File: src/rtl/move_pkg.sv
// Shared types for the maze move player: move directions, replay outcome
// codes, player states and a direction-to-pulse decoder.
package move_pkg;

    typedef enum logic [1:0] {
        DIR_W = 2'd0,
        DIR_N = 2'd1,
        DIR_S = 2'd2,
        DIR_E = 2'd3
    } dir_t;

    typedef enum logic [1:0] {
        RES_NONE = 2'd0,
        RES_WIN  = 2'd1,
        RES_LOSE = 2'd2
    } result_t;

    typedef enum logic [1:0] {
        IDLE = 2'd0,
        PLAY = 2'd1,
        WAIT = 2'd2,
        DONE = 2'd3
    } state_t;

    // One-hot pulse vector ordered {W, N, S, E}.
    function automatic logic [3:0] dir_onehot(dir_t d);
        logic [3:0] p;
        case (d)
            DIR_W:   p = 4'b1000;
            DIR_N:   p = 4'b0100;
            DIR_S:   p = 4'b0010;
            default: p = 4'b0001;
        endcase
        return p;
    endfunction

endpackage

File: src/rtl/move_buffer.sv
// Route storage for move_player: DEPTH-entry direction register file with an
// append-only write port, a combinational read port and the move count.
module move_buffer
    import move_pkg::*;
#(
    parameter int DEPTH = 16,
    localparam int AW = $clog2(DEPTH),
    localparam int CW = $clog2(DEPTH) + 1
) (
    input  logic          clk,
    input  logic          reset,
    input  logic          clear,
    input  logic          in_idle,
    input  logic          wr_block,
    input  logic          load_valid,
    input  dir_t          load_dir,
    input  logic [AW-1:0] rd_idx,
    output dir_t          rd_dir,
    output logic          load_ready,
    output logic [CW-1:0] count
);

    dir_t          mem_q [DEPTH];
    logic [CW-1:0] count_q;
    logic [CW-1:0] count_d;
    logic          accept;

    // Appends are only taken in IDLE with room left; a start in the same
    // cycle drops the offered move, and clear overrides everything.
    assign load_ready = in_idle && (count_q < CW'(DEPTH));
    assign accept     = load_valid && load_ready && !clear && !wr_block;
    assign count      = count_q;
    assign rd_dir     = mem_q[rd_idx];

    // Next move count.
    always_comb begin
        count_d = count_q;
        if (clear) begin
            count_d = '0;
        end else if (accept) begin
            count_d = count_q + CW'(1);
        end
    end

    // Move count register.
    always_ff @(posedge clk or posedge reset) begin
        if (reset) begin
            count_q <= '0;
        end else begin
            count_q <= count_d;
        end
    end

    // Route storage; contents are don't-care after reset, so no reset here.
    always_ff @(posedge clk) begin
        if (accept) begin
            mem_q[count_q[AW-1:0]] <= load_dir;
        end
    end

endmodule

File: src/rtl/move_player.sv
// Replays a stored route as single-cycle one-hot W/N/S/E pulses into the
// maze FSM and stops on the first win/lose outcome or when the route runs out.
// Optional MOVE_PLAYER_STEP_EN: adds a `step` input that paces the replay
// manually instead of the GAP idle-cycle timer.
//
// state | meaning
// IDLE  | route editable, waiting for start
// PLAY  | one-cycle pulse for the current move
// WAIT  | gap after a pulse, watching win/lose
// DONE  | replay finished, result held
module move_player
    import move_pkg::*;
#(
    parameter int DEPTH = 16,
    parameter int GAP   = 4
) (
    input  logic                     clk,
    input  logic                     reset,
    input  logic                     load_valid,
    input  dir_t                     load_dir,
    output logic                     load_ready,
    input  logic                     clear,
    input  logic                     start,
`ifdef MOVE_PLAYER_STEP_EN
    input  logic                     step,
`endif
    output logic                     W,
    output logic                     N,
    output logic                     S,
    output logic                     E,
    input  logic                     win,
    input  logic                     lose,
    output logic                     busy,
    output logic                     done,
    output logic [1:0]               result,
    output logic [$clog2(DEPTH):0]   count
);

    localparam int AW = $clog2(DEPTH);
    localparam int CW = $clog2(DEPTH) + 1;

    state_t        state_q;
    state_t        state_d;
    logic [CW-1:0] index_q;
    logic [CW-1:0] index_d;
    logic [3:0]    pulse_q;
    logic [3:0]    pulse_d;
    result_t       result_q;
    result_t       result_d;
    logic [AW-1:0] rd_idx;
    dir_t          rd_dir;
    logic          advance;

`ifdef MOVE_PLAYER_STEP_EN
    // Manual pacing: the gap ends on an external step.
    always_comb advance = step;
`else
    localparam int GW = $clog2(GAP + 1);

    logic [GW-1:0] gap_q;
    logic [GW-1:0] gap_d;

    // Gap down-counter: loaded with GAP on PLAY, terminal count at 1 so the
    // WAIT state lasts exactly GAP cycles.
    always_comb begin
        gap_d = gap_q;
        if (clear) begin
            gap_d = '0;
        end else if (state_q == PLAY) begin
            gap_d = GW'(GAP);
        end else if (state_q == WAIT) begin
            gap_d = gap_q - GW'(1);
        end
    end

    // Gap counter register.
    always_ff @(posedge clk or posedge reset) begin
        if (reset) begin
            gap_q <= '0;
        end else begin
            gap_q <= gap_d;
        end
    end

    // The gap expires on the cycle the counter sits at its terminal count.
    always_comb advance = (gap_q == GW'(1));
`endif

    move_buffer #(
        .DEPTH (DEPTH)
    ) u_buffer (
        .clk        (clk),
        .reset      (reset),
        .clear      (clear),
        .in_idle    (state_q == IDLE),
        .wr_block   (start),
        .load_valid (load_valid),
        .load_dir   (load_dir),
        .rd_idx     (rd_idx),
        .rd_dir     (rd_dir),
        .load_ready (load_ready),
        .count      (count)
    );

    // FSM state register.
    always_ff @(posedge clk or posedge reset) begin
        if (reset) begin
            state_q <= IDLE;
        end else begin
            state_q <= state_d;
        end
    end

    // FSM next state; clear wins in every state, win beats lose.
    always_comb begin
        state_d = state_q;
        if (clear) begin
            state_d = IDLE;
        end else begin
            case (state_q)
                IDLE, DONE: begin
                    if (start) begin
                        state_d = (count == '0) ? DONE : PLAY;
                    end
                end
                PLAY: state_d = WAIT;
                WAIT: begin
                    if (win || lose) begin
                        state_d = DONE;
                    end else if (advance) begin
                        state_d = (index_q < count) ? PLAY : DONE;
                    end
                end
                default: state_d = IDLE;
            endcase
        end
    end

    // FSM outputs: move index, outcome code and the pulse for the next PLAY.
    always_comb begin
        index_d  = index_q;
        result_d = result_q;
        rd_idx   = index_q[AW-1:0];
        pulse_d  = '0;
        if (clear) begin
            index_d  = '0;
            result_d = RES_NONE;
        end else begin
            case (state_q)
                IDLE, DONE: begin
                    if (start) begin
                        index_d  = '0;
                        result_d = RES_NONE;
                        rd_idx   = '0;
                    end
                end
                PLAY: index_d = index_q + CW'(1);
                WAIT: begin
                    if (win) begin
                        result_d = RES_WIN;
                    end else if (lose) begin
                        result_d = RES_LOSE;
                    end
                end
                default: ;
            endcase
        end
        // Pulse is registered so it is high exactly during the PLAY cycle.
        if (state_d == PLAY) begin
            pulse_d = dir_onehot(rd_dir);
        end
    end

    // Datapath and output registers.
    always_ff @(posedge clk or posedge reset) begin
        if (reset) begin
            index_q  <= '0;
            result_q <= RES_NONE;
            pulse_q  <= '0;
        end else begin
            index_q  <= index_d;
            result_q <= result_d;
            pulse_q  <= pulse_d;
        end
    end

    assign {W, N, S, E} = pulse_q;
    assign busy         = (state_q == PLAY) || (state_q == WAIT);
    assign done         = (state_q == DONE);
    assign result       = result_q;

endmodule
File: config.mk
export PLATFORM = sky130hd
export DESIGN_NAME = move_player
export DESIGN_NICKNAME = d
export VERILOG_FILES = /design/src/rtl/move_pkg.sv /design/src/rtl/move_buffer.sv /design/src/rtl/move_player.sv
export SDC_FILE = /design/constraint.sdc
export NUM_CORES = 1
export LEC_CHECK = 0
export BUFFER_PORTS_ARGS = -buffer_cell sky130_fd_sc_hd__buf_2
export CAP_MARGIN = 15
export CORE_AREA = 4 4 89 91
export DETAILED_ROUTE_END_ITERATION = 7
export DIE_AREA = 0 0 93 95
export GPL_TIMING_DRIVEN = 0
export SLEW_MARGIN = 30
export SYNTH_ARGS = -nofsm -noshare
export SYNTH_HDL_FRONTEND = slang
export SYNTH_SLANG_ARGS = --single-unit
File: constraint.sdc
create_clock -name clk -period 4.4 [get_ports clk]
set_input_delay 0.22 -clock clk [delete_from_list [all_inputs] [get_ports clk]]
set_output_delay 0.22 -clock clk [all_outputs]
set_load 0.005 [all_outputs]
# Yosys cells after proc, flatten, opt, wreduce, memory -nomap -nowiden
# Memory sizes are Yosys's and may differ from the RTL's.
# Cells that the tools add are included.
dict set report totals {
  out_inout_bits 14
  n_memories 1
  regBits 21
  in_bits 9
  ram_bits 32
  wordCells 66
}
# name words width rd rd_clocked_by_memory_dff write_ports line_no
set memory_table {}
lappend memory_table {u_buffer.mem_q 16 2 1 0 1 move_buffer.sv:23} ;# dir_t mem_q [DEPTH];
dict set report classes {
  mux 27
  n_eq_ne 9
  add_sub_neg 3
  n_reduce_logical 18
  magnitude_cmp 2
}
# operator n
set op_table {}
lappend op_table {{$mux 2} 10}
lappend op_table {{$mux 5} 4}
lappend op_table {{$mux 4} 4}
lappend op_table {{$pmux 4 s3} 1}
lappend op_table {{$add 5x1->5 const B} 2}
lappend op_table {{$pmux 5 s2} 1}
lappend op_table {{$mux 3} 3}
lappend op_table {{$reduce_bool 3->1} 3}
lappend op_table {{$eq 2x1->1 const B} 3}
lappend op_table {{$eq 2x2->1 const B} 3}
lappend op_table {{$pmux 2 s3} 1}
lappend op_table {{$logic_not 5->1} 1}
lappend op_table {{$lt 5x5->1} 1}
lappend op_table {{$lt 5x5->1 const B} 1}
lappend op_table {{$logic_and 1x1->1} 4}
lappend op_table {{$logic_not 2->1} 2}
lappend op_table {{$ne 4x4->1 const B} 1}
lappend op_table {{$pmux 2 s2} 1}
lappend op_table {{$eq 3x1->1 const B} 1}
lappend op_table {{$ne 3x3->1 const B} 1}
lappend op_table {{$reduce_and 3->1} 1}
lappend op_table {{$sub 3x1->3 const B} 1}
lappend op_table {{$logic_not 1->1} 2}
lappend op_table {{$logic_or 1x1->1} 2}
lappend op_table {{other kinds (4)} 5}

# Logic depth before layout (Yosys ltp)
# Gate-level depths: netlist of run 1.
dict set report depth {
  depth_word 8
  ltp_mapped 8
  ltp_nobuf 7
}

# Hierarchy
# From an unflattened synthesis of run 1, not the netlist that was laid out.
dict set report unflattened {
  cells_unflattened 229
  area_unflattened_um2 2775.2
}
# module area_each_um2 n_inst cells_each seq_area_each_um2
set by_module_without_submodules {}
lappend by_module_without_submodules {move_buffer 1682.9 1 105 1086.0}
lappend by_module_without_submodules {move_player 1092.3 1 124 400.4}

# Worst setup path after synthesis of run 1
# No wires, ideal clock.
dict set report synth_timing {
  path_kind {reg-to-reg}
  from {register state_q[0]}
  to {register pulse_q[2]}
  path_buffers 0
  t_arrival_ns 1.843
  setup_time_ns 0.119
  synth_period_minus_slack_ns 1.962
  setup_slack_ns 2.438
  required_ns 4.281
  path_stages_with_launch 8
  path_cell_list {dfrtp_1 -> inv_1 -> ha_1 -> nor3b_2 -> nor2_1 -> o22a_1 -> o2bb2a_2 -> o21a_1}
}
dict set report synth_via {
  elab_chain_cells 8
  elab_cells_between_ends 19
  classes_between {eq/ne (6); mux (9); reduce/logical (3); memory (1)}
}
# element line_no
set synth_rtl {}
lappend synth_rtl {{from (decl)} move_player.sv:42} ;# state_t state_q;
lappend synth_rtl {{from (signal assigned)} move_player.sv:110} ;# state_q <= state_d;
lappend synth_rtl {{$eq 2x2->1 or $logic_not 2->1 (tied branches)} {move_player.sv:120, move_player.sv:149}}
lappend synth_rtl {{$reduce_or 2->1} {move_player.sv:120, move_player.sv:149}}
lappend synth_rtl {{$mux 4} move_player.sv:149} ;# case (state_q)
lappend synth_rtl {{$mux 4} move_player.sv:145} ;# if (clear) begin
lappend synth_rtl {{$mem_v2 16x2} n/a}
lappend synth_rtl {{$eq 2x2->1, or another cell as far along} move_pkg.sv:28} ;# case (d)
lappend synth_rtl {{$pmux 4 s3} move_pkg.sv:28}
lappend synth_rtl {{$mux 4 *} move_player.sv:169} ;# if (state_d == PLAY) begin
lappend synth_rtl {{named net pulse_d[2]} move_player.sv:47} ;# logic [3:0] pulse_d;
lappend synth_rtl {{to (signal assigned)} move_player.sv:183} ;# pulse_q <= pulse_d;
lappend synth_rtl {{to (decl)} move_player.sv:46} ;# logic [3:0] pulse_q;
# The timed path passes the listed nets; every way through them passes the cells marked *.
# A chain may end at the register's enable or synchronous reset.

# Worst setup path in the final report of run 1
# Ends and elaborated chain as after synthesis.

==> results.md, run 1 <==
Die:
- The cell row count is 31.
- The area enclosed by the die boundary is 0.00884 mm^2.
- The height of the chip is 95 um.
- The core outline area is 0.00714 mm^2.
- The number of primary I/O pins is 23.
- The floorplan die width is 93 um.
- The initial core utilization is 39.4%.

Timing:
- The worst relative slew slack is 47.3%.
- The total count of max-transition violations in the final report is 0.
- The period utilization is 51.3%.
- Counting I/O delays and the setup requirement, the final critical path takes 2.26 ns.
- The count of endpoints failing setup in the final report is 0.
- Setup repair after global routing left no endpoint under its margin.
- The highest clock frequency the design can meet is 443 MHz.
- The setup TNS is 0 ns.
- The final count of hold timing violations is 0.
- On the final layout, the worst clock skew is 0.00815 ns.
- At the pin with the least slew margin, the transition time is 0.785 ns.

Drt:
- The total DRC errors in the routed layout is 0.
- The detailed router finished its first iteration with 83 violations.
- After detailed routing, the average wire length per cell comes to 15.8 um.
- The count of nets left with antenna violations once routing finished came out at 0.
- The average via count per standard cell is 5.19.
- Across all layers, the routed design uses 1896 vias.
- The aggregate routed wire length is 5760 um.
- The detailed-routing iteration count for the pre-antenna-repair pass is 5.

Critical path:
- The largest stage delay on the critical path is 0.47 ns.
- The kind of end point of the critical path is a flop.
- The slowest stage of the critical path belongs to the cell nor3b_2.
- Grouping stages by cell kind, the critical path spends the most delay in compound AO/OA/AOI/OAI gates.
- The worst register-to-register path has a depth of 7.
- The worst path arrival time is 2.48 ns.
- The critical path in this run is classified as reg2reg.
- The worst register-to-register path has a setup slack of 2.14 ns.
- The startpoint of the worst register-to-register path is state_q[0].
- Traced cell by cell, the critical path runs through inv_1 > ha_1 > nor3b_2 > nor2_1 > o22a_1 > o2bb2a_2 > o21a_1.
- Of all nets on the critical path, the largest fanout is 7.
- The worst setup path is launched from a flop.
- The endpoint of the worst register-to-register path is pulse_q[2].
- The buffering stage count on the worst path with inverters included is 1.
- The critical path crosses 7 cells after its start point.
- For the worst setup path, the data required time is 4.62 ns.

Synthesis:
- The synthesized netlist occupies a cell area of 0.00281 mm^2.
- The synthesized design contains 32 enable-type register cells.
- For this run, the leading register cell type out of synthesis is edfxtp_1.
- The count of state elements after synthesis is 53.
- The net count after synthesis is 260.
- The sequential share of the synthesized area is 52.8%.
- The share of async-settable or async-resettable flops after synthesis is 39.6%.
- The number of different library cells in the post-synthesis netlist is 58.
- By count the netlist is led by 32 x edfxtp_1, 21 x dfrtp_1, 19 x nor2_1, 17 x and2_1, 15 x ha_1.
- By area the synthesized netlist is led by edfxtp_1 34%, dfrtp_1 19%, ha_1 6.7%.
- The largest area contributor in the synthesized netlist is edfxtp_1.
- The share of synthesized area in the top cell type comes to 34.2%.
- After technology mapping, the gate count stands at 236.
- The post-synthesis area per instance is 11.9 um^2.
- The count of warnings emitted by yosys is 0.
- The most repeated cell in the gate-level netlist after synthesis is edfxtp_1.

Finish:
- The share of cells above drive strength 1 is 19.9%.
- The final layout net count is 289.
- The number of inserted filler cells in the final layout is 703.
- The antenna cell count is 0.
- The signed area change from the synthesized netlist to the final layout is 12.0%.

GRT:
- Across every metal layer, demand over resource in global routing totals 14.4%.
- The initial antenna violation count is 0.
- The overall overflow remaining after global route is 0.
- The via count of the first global-routing pass is 1839.
- Entering global routing, the biggest net connects 22 pins.
- The first global-routing pass estimated 9820 um of wire.

Clock network:
- The number of buffers between clock root and the deepest sink is 2.
- The clock transition time at the flip-flop clock pins of the worst setup and hold paths is 0.10 ns.
- The clock reaches the later pin of the worst-skew pair after 0.32 ns.
- The number of buffers created by CTS is 5.
- TritonCTS built the clock tree.
- The cell sitting at the root of the clock tree is a clkbuf_8.
- CTS built an H-tree with a depth of 2.
- The clock net in this run drives a total of 53 sinks.
- Buffers added to address setup during post-CTS repair amount to 0.
- The number of gates resized after CTS was 0.
- The count of hold buffers inserted by post-cts repair is 0.

Pwr:
- Summed over all cells, the static leakage comes to 1.27 nW.
- IR analysis of the VDD net gives a maximum drop of 0.146 mV.
- Power spread over the standard cell area amounts to 415 mW/mm^2.
- The post-layout total power is 1.31 mW.

Min path:
- The worst hold path startpoint is win.
- The worst hold path passes through 3 cells.
- The class of the tightest hold or removal check is in2reg.
- The end point of the worst hold path is result[1].

Run status:
- The run finished with clean final reports.

Placed design:
- Routability-driven placement finished with a final weighted congestion of 0.823.
- The placed wire-length estimate after detailed placement is 4250 um.
- The count of input and output buffers is 21.

Run:
- The tool flagged a number of max-cap violations equal to 0.
## final cells by class
cell class,count,area [um^2],area share [%]
buffer,13,76.3,2.42
clock buffer,5,68.8,2.19
clock inverter,3,28.8,0.914
inverter,14,52.6,1.67
multi-input combinational,156,1200,38.0
sequential,53,1490,47.2
tap,99,124,3.93
timing repair buffer,22,115,3.66
## worst reg2reg max path, cell delays in order, from the launching register on
cell and delay (ns):
dfrtp_1 0.44, inv_1 0.09, ha_1 0.39, nor3b_2 0.47
nor2_1 0.10, o22a_1 0.23, o2bb2a_2 0.27, o21a_1 0.18
## how the worst max path moves through the flow
stage | startpoint | endpoint | slack (ns)
final | state_q[0] | pulse_q[2] | 2.14
after global routing | state_q[0] | pulse_q[2] | 1.93
after CTS | state_q[0] | pulse_q[2] | 2.15
after detailed placement | state_q[0] | pulse_q[2] | 2.18
after global placement | state_q[0] | pulse_q[2] | 2.20
after floorplan | state_q[0] | pulse_q[2] | 2.44
## cells in the final DEF, fill, tap and decap left out, types with 7 or more instances in the layout
cell and n:
nor2_1 19, edfxtp_1 32, o21ai_0 9, buf_2 25, inv_1 13, and2_1 17
a21oi_1 7, dfrtp_1 21, ha_1 15, nand2_1 9
## kinds of logic after synthesis
group	after synthesis	synth area share [%]
AND/OR/NAND/NOR	79	16.1
adder cells (fa/ha/maj)	15	6.67
buffers and inverters	27	4.58
XOR/XNOR	3	0.934
flip-flops	53	52.8
AO/OA/AOI/OAI	46	11.5
multiplexers	13	7.43
## sequential cells by signal, summed over array words and instances, names as in the netlist
| register | cells |
|---|---|
| gap_q | 3 |
| index_q | 5 |
| pulse_q | 4 |
| result | 2 |
| state_q | 2 |
| u_buffer.count | 5 |
| u_buffer.mem_q | 32 |
## per-stage QoR
step           hold WS, ns  setup WS [ns]  std cells  cell area [um^2]  utilization, %
2_1_floorplan        0.197           2.44        236              2810               -
3_3_place_gp         0.420           2.20        356              3040            42.6
3_5_place_dp         0.435           2.18        356              3040            42.6
4_1_cts             0.0833           2.15        364              3140            44.0
5_1_grt              0.195           1.93        365              3150            44.1
6_report             0.208           2.14        365              3150            44.1
## per-layer routing
metal  up-vias  track usage, %  share of wire [%]
met4         0            5.98                2.1
met5         -               0                  0
li1        920               -                  -
met2        37            22.6                 47
met1       930            20.0                 48
met3         9            1.99                2.8
## report_power, final
part	internal, mW	switching (mW)
Sequential	0.562	0.0285
Clock	0.121	0.185
Combinational	0.169	0.244
Total	0.851	0.457
(Power assumes the default switching activity.)
==> inputs of run 2 (changes only) <==
==> constraint.sdc (replaced) <==
create_clock -name clk -period 2.09 [get_ports clk]
set_input_delay 0.1045 -clock clk [delete_from_list [all_inputs] [get_ports clk]]
set_output_delay 0.1045 -clock clk [all_outputs]
set_load 0.005 [all_outputs]
==> results.md, run 2 (synthesis results as in run 1) <==
Clock network:
- The tree built by TritonCTS fans out to 53 sinks.
- Clock latency on the worst-skew pair, taken at its later pin, is 0.32 ns.
- Clock-pin slew was measured on the worst setup and hold paths at 0.10 ns.
- The number of buffers between clock root and the deepest sink is 2.
- CTS built an H-tree with a depth of 2.
- The number of buffers created by CTS is 5.
- TritonCTS built the clock tree.
- The library cell used as clock root buffer is clkbuf_8.

Placed design:
- The congestion estimate from routability-driven global placement came to 0.823.
- The placed wire-length estimate after detailed placement is 4250 um.
- The count of input and output buffers is 21.

Min path:
- The count of cells along the worst hold path is 3.
- The class of the tightest hold or removal check is in2reg.

GRT:
- The overall routing resource usage is 14.5%.
- The via count of the first global-routing pass came to 1857.
- The largest net degree at the start of global routing is 22.
- Summed over all layers, the global routing overflow is 0.
- The initial antenna violation count is 0.
- The first-pass GRT wire length is 9910 um.

Critical path:
- The worst setup path is of the reg2reg kind.
- For the worst setup path, the data required time is 2.31 ns.
- The worst setup path is launched from a flop.
- The largest fanout of any net on the critical path is 7.
- Data arrives at the worst endpoint at 2.19 ns.
- Counting cells, the worst reg-to-reg path comes to 7.
- The kind of end point of the critical path is a flop.

Drt:
- The aggregate routed wire length is 5850 um.
- After detailed routing, the number of vias per cell comes to 5.20.
- For this block, the initial DRC count from the detailed router was 60.
- Summing over every cut layer, the via total after detailed routing is 1903.
- The detailed-routing iteration count for the pre-antenna-repair pass is 4.
- In the final routed layout, each cell accounts on average for 16.0 um.
- The total DRC errors in the routed layout is 0.
- The count of antenna-violating nets left after detailed routing is 0.

Die:
- The core outline area is 0.00714 mm^2.
- The area enclosed by the die boundary is 0.00884 mm^2.
- The number of primary I/O pins is 23.
- The floorplan die width is 93 um.
- Measured along the y axis, the die boundary spans 95 um.
- Once the floorplan was initialized, standard cells occupied 39.4% of the core.
- After floorplanning, the core was divided into 31 placement rows.

Run status:
- The flow ran to the end, and the final reports show no timing, DRC or antenna violations.

Pwr:
- Power comes to 2.87 mW.
- The total power per unit cell area is 896 mW/mm^2.
- The largest vdd supply drop is 0.374 mV.
- The leakage power total is 1.29 nW.

Timing:
- The worst hold-check slack is 0.0893 ns.
- The count of endpoints failing setup in the final report is 0.
- Setup total negative slack on the finished layout was measured at 0 ns.
- Clock skew on the completed layout was measured at 0.00773 ns.
- The worst relative slew slack is 47.5%.
- The total count of max-transition violations in the final report is 0.
- The highest clock frequency the design can meet is 508 MHz.
- The period utilization is 94.2%.
- The final count of hold timing violations is 0.
- The minimum clock period after layout is 1.97 ns.
- The slew at the pin with the worst max-slew slack is 0.782 ns.

Finish:
- Counting the fill cells in the layout gives 694.
- Of the cells placed in the final design, the portion with a size suffix greater than 1 is 23.2%.
- The most common cell after layout, fill and taps aside is edfxtp_1.
- In the layout the commonest cells are 32 x edfxtp_1, 25 x buf_2, 21 x dfrtp_1.
- The signed area change from the synthesized netlist to the final layout is 13.7%.
- The final layout contains 290 nets.
- The register with the most flip-flops in the layout has 32 of them.
- The utilization after layout is 44.8%.
- The number of antenna diodes in the final layout is 0.

Run:
- Across the run, the number of max-cap violations was 0.
==> run 2: per-layer routing <==
layer | vias up | track usage (%) | part of all wire [%]
met3 | 8 | 2.07 | 3.1
li1 | 925 | - | -
met2 | 38 | 22.6 | 46
met1 | 932 | 20.1 | 48
met5 | - | 0 | 0
met4 | 0 | 6.47 | 2.2
==> run 2: where the power goes <==
part	switching (mW)	internal, mW
sequential	0.0523	1.18
clock	0.387	0.254
combinational	0.556	0.434
==> run 2: area by class of cell <==
cell class | instances | area [um^2] | area share, %
repair buffers | 25 | 138 | 4.30
multi-input cells | 156 | 1230 | 38.4
clock inverters | 3 | 28.8 | 0.900
plain buffers | 11 | 72.6 | 2.27
flip-flops and latches | 53 | 1490 | 46.5
clock buffers | 5 | 68.8 | 2.15
well taps | 99 | 124 | 3.87
inverters | 14 | 52.6 | 1.64
==> run 2: timing repair <==
action	in CTS	in global routing
setup endpoints to repair	19	9
hold endpoints to repair	21	0
gates resized for setup	6	5
pin swaps	1	1
buffers inserted	2	1
hold buffers	1	0
==> run 2: worst max-delay path, cell delays in order (launching register included) <==
cell	delay, ns
dfrtp_1	0.40
inv_1	0.12
ha_4	0.24
nor3b_4	0.34
nor2_1	0.09
o22a_1	0.23
o2bb2a_2	0.27
o21a_1	0.18
==> run 2: worst paths after layout <==
check,from,end,slack [ns]
worst max-delay path,state_q[0],pulse_q[2],0.12
min in group asynchronous,reset,gap_q[1],0.37
worst min-delay path,win,result[1],0.09
max in group asynchronous,reset,u_buffer.count[1],1.35
worst min register to register,result[0],result[0],0.53
worst max register to register,state_q[0],pulse_q[2],0.12
==> run 2: stage by stage <==
step                worst slack [ns]  cells  area [um^2]
detailed placement            -0.131    356         3040
CTS                           0.0251    366         3180
finish                         0.121    366         3200
global placement              -0.113    356         3040
floorplan                      0.128    236         2810
global route               -0.000216    366         3200
==> inputs of run 3 (changes only) <==
--- a/config.mk
+++ b/config.mk
@@ -11,6 +11,7 @@
 export DETAILED_ROUTE_END_ITERATION = 7
 export DIE_AREA = 0 0 93 95
 export GPL_TIMING_DRIVEN = 0
+export REMOVE_ABC_BUFFERS = 1
 export SLEW_MARGIN = 30
 export SYNTH_ARGS = -nofsm -noshare
 export SYNTH_HDL_FRONTEND = slang
==> results.md, run 3 (synthesis results as in run 1) <==
Run status:
- The flow ran to the end, and the final reports show no timing, DRC or antenna violations.

Timing:
- Setup repair after global routing left no endpoint under its margin.
- The minimum clock period after layout is 1.98 ns.
- In the final timing run, aggregate negative setup slack is 0 ns.
- At the pin with the least slew margin, the transition time is 0.837 ns.
- The total count of max-transition violations in the final report is 0.
- The final count of hold timing violations was 0.
- The worst hold-check slack is 0.0972 ns.
- The clock skew is 0.00590 ns.
- Based on the critical path, the design can be clocked at up to 505 MHz.
- The period utilization is 94.8%.
- The worst relative slew slack is 44.2%.
- The count of endpoints failing setup in the final report is 0.

Finish:
- The register with the most flip-flops in the layout has 32 of them.
- Cells fill 43.7% of the core in the end.
- The signed area change from the synthesized netlist to the final layout is 11.0%.
- In the layout the commonest cells are 32 x edfxtp_1, 22 x buf_2, 19 x nor2_1.
- Once layout is complete, the cells apart from fillers number 354.
- Leaving out fill and tap cells, the most frequent cell in the layout is edfxtp_1.
- The share of cells above drive strength 1 is 22.4%.
- 0 antenna diodes ended up in the layout.
- At the end of the flow, the number of nets in the layout was 278.

Pwr:
- The design draws 2.73 mW.
- The worst-case IR drop observed on VDD is 0.367 mV.
- The leakage power total is 1.23 nW.
- For this design the ratio of total power to cell area is 874 mW/mm^2.

Clock network:
- In this run the clock root is driven by a clkbuf_8.
- The number of buffers created by CTS is 5.
- The maximum level of the CTS H-tree is 2.
- After clock tree synthesis, the clock-pin slew on the worst setup and hold paths is 0.10 ns.
- Clock latency on the worst-skew pair, taken at its later pin, is 0.31 ns.
- TritonCTS built the clock tree.
- Counting every sink on the clock net gives 53.
- Counting along the longest clock path gives a buffer depth of 2.

Drt:
- The aggregate routed wire length is 5500 um.
- The detailed-routing iteration count for the pre-antenna-repair pass is 4.
- The count of antenna-violating nets left after detailed routing is 0.
- The total DRC errors in the routed layout is 0.
- The iteration-0 DRC count of the detailed router is 72.
- Dividing the detail-routed via count by the number of cells gives 5.14.
- Summing over every cut layer, the via total after detailed routing is 1821.
- After detailed routing, the average wire length per cell comes to 15.5 um.

Critical path:
- By startpoint and endpoint, the worst setup path is classified as reg2reg.
- Among all stages on the critical path, the largest delay is contributed by dfrtp_1.
- The largest stage delay on the critical path is 0.39 ns.
- The buffering stage count on the worst path with inverters included is 1.
- The nature of the critical path startpoint is a flop.
- The worst setup path is captured at a flop.
- The worst path arrival time is 2.18 ns.
- For the worst setup path, the data required time is 2.29 ns.
- Broken down by cell family, the worst path's largest delay share belongs to compound AO/OA/AOI/OAI gates.
- The critical path goes through inv_1 > ha_1 > nor2b_2 > mux2_2 > o211a_1 > o311a_1 > and4b_1.
- Of all nets on the critical path, the largest fanout is 4.

GRT:
- The via count of the first global-routing pass is 1756.
- The initial antenna violation count is 0.
- Entering global routing, the biggest net connects 23 pins.
- The overall routing resource usage is 13.0%.
- After global routing the overflow that remains totals 0.
- The first-pass GRT wire length is 8820 um.

Die:
- The cell row count is 31.
- The die is 93 um wide.
- The number of primary I/O pins is 23.
- The die covers 0.00884 mm^2.
- Measured along the y axis, the die boundary spans 95 um.
- The initial core utilization is 39.4%.
- In this run the standard cell core region covers 0.00714 mm^2.

Placed design:
- The number of placed instances, taps included, is 344.
- The placed wire-length estimate after detailed placement is 3810 um.
- The congestion estimate from routability-driven global placement came to 0.780.
- In this run the tool buffered the top-level ports with 22 buffer cells.

Run:
- The number of maximum-capacitance constraint violations is 0.

Min path:
- The class of the tightest hold or removal check is in2reg.
-- run 3: cell types whose count changed in the layout (fill, tap and decap cells not counted), moves of 2 or more --
cell | previous run | this run
buf_2 | 25 | 22
buf_4 | 5 | 1
buf_6 | 2 | 0
clkbuf_1 | 2 | 0
dfrtp_1 | 21 | 18
dfrtp_2 | 0 | 2
-- run 3: through the flow --
step / worst slack [ns] / area [um^2]
final: 0.108 / 3120
after global routing: 0.00108 / 3120
after CTS: 0.00267 / 3100
after detailed placement: -0.203 / 2970
after global placement: -0.215 / 2970
after floorplan: 0.0269 / 2740
-- run 3: what timing repair did --
action / CTS / global route
pin swaps: 0 / 2
endpoints found under the setup margin: 4 / 19
cloned: 0 / 0
gates resized for setup: 6 / 8
hold endpoints to repair: 21 / 0
buffers inserted: 1 / 0
hold buffers: 1 / 0
-- run 3: worst paths after layout --
kind                       startpoint         end  slack, ns  cells after the start
max                          gap_q[1]  pulse_q[1]       0.11                      7
min reg2reg                 result[0]   result[0]       0.52                      2
max reg2reg                  gap_q[1]  pulse_q[1]       0.11                      7
min in group asynchronous       reset  state_q[1]       0.50                      3
min                               win   result[1]        0.1                      3
max in group asynchronous       reset  index_q[2]       0.98                      3
-- run 3: layout make-up --
class,count,area (um^2)
fill,690,4020
sequential,53,1490
multi-input combinational,156,1230
timing repair buffer,24,128
tap,99,124
clock buffer,5,68.8
inverter,14,52.6
clock inverter,3,21.3
-- run 3: tightest hold or removal path: stages --
cell,delay [ns]
buf_2,0.10
nand2b_1,0.09
a211oi_1,0.07
-- run 3: layer usage --
metal | wire length (um) | vias up | global-route usage, %
met5 | 0 | - | 0
met4 | 97 | 0 | 4.76
met3 | 152 | 7 | 2.23
met2 | 2640 | 28 | 21.5
met1 | 2610 | 879 | 17.2
li1 | - | 907 | -
-- run 3: where the power goes --
part	switching, mW	total [mW]	internal, mW	leakage (nW)
clock	0.342	0.581	0.238	0.0445
sequential	0.0924	1.28	1.18	0.570
combinational	0.480	0.872	0.392	0.616
total	0.915	2.73	1.81	1.23
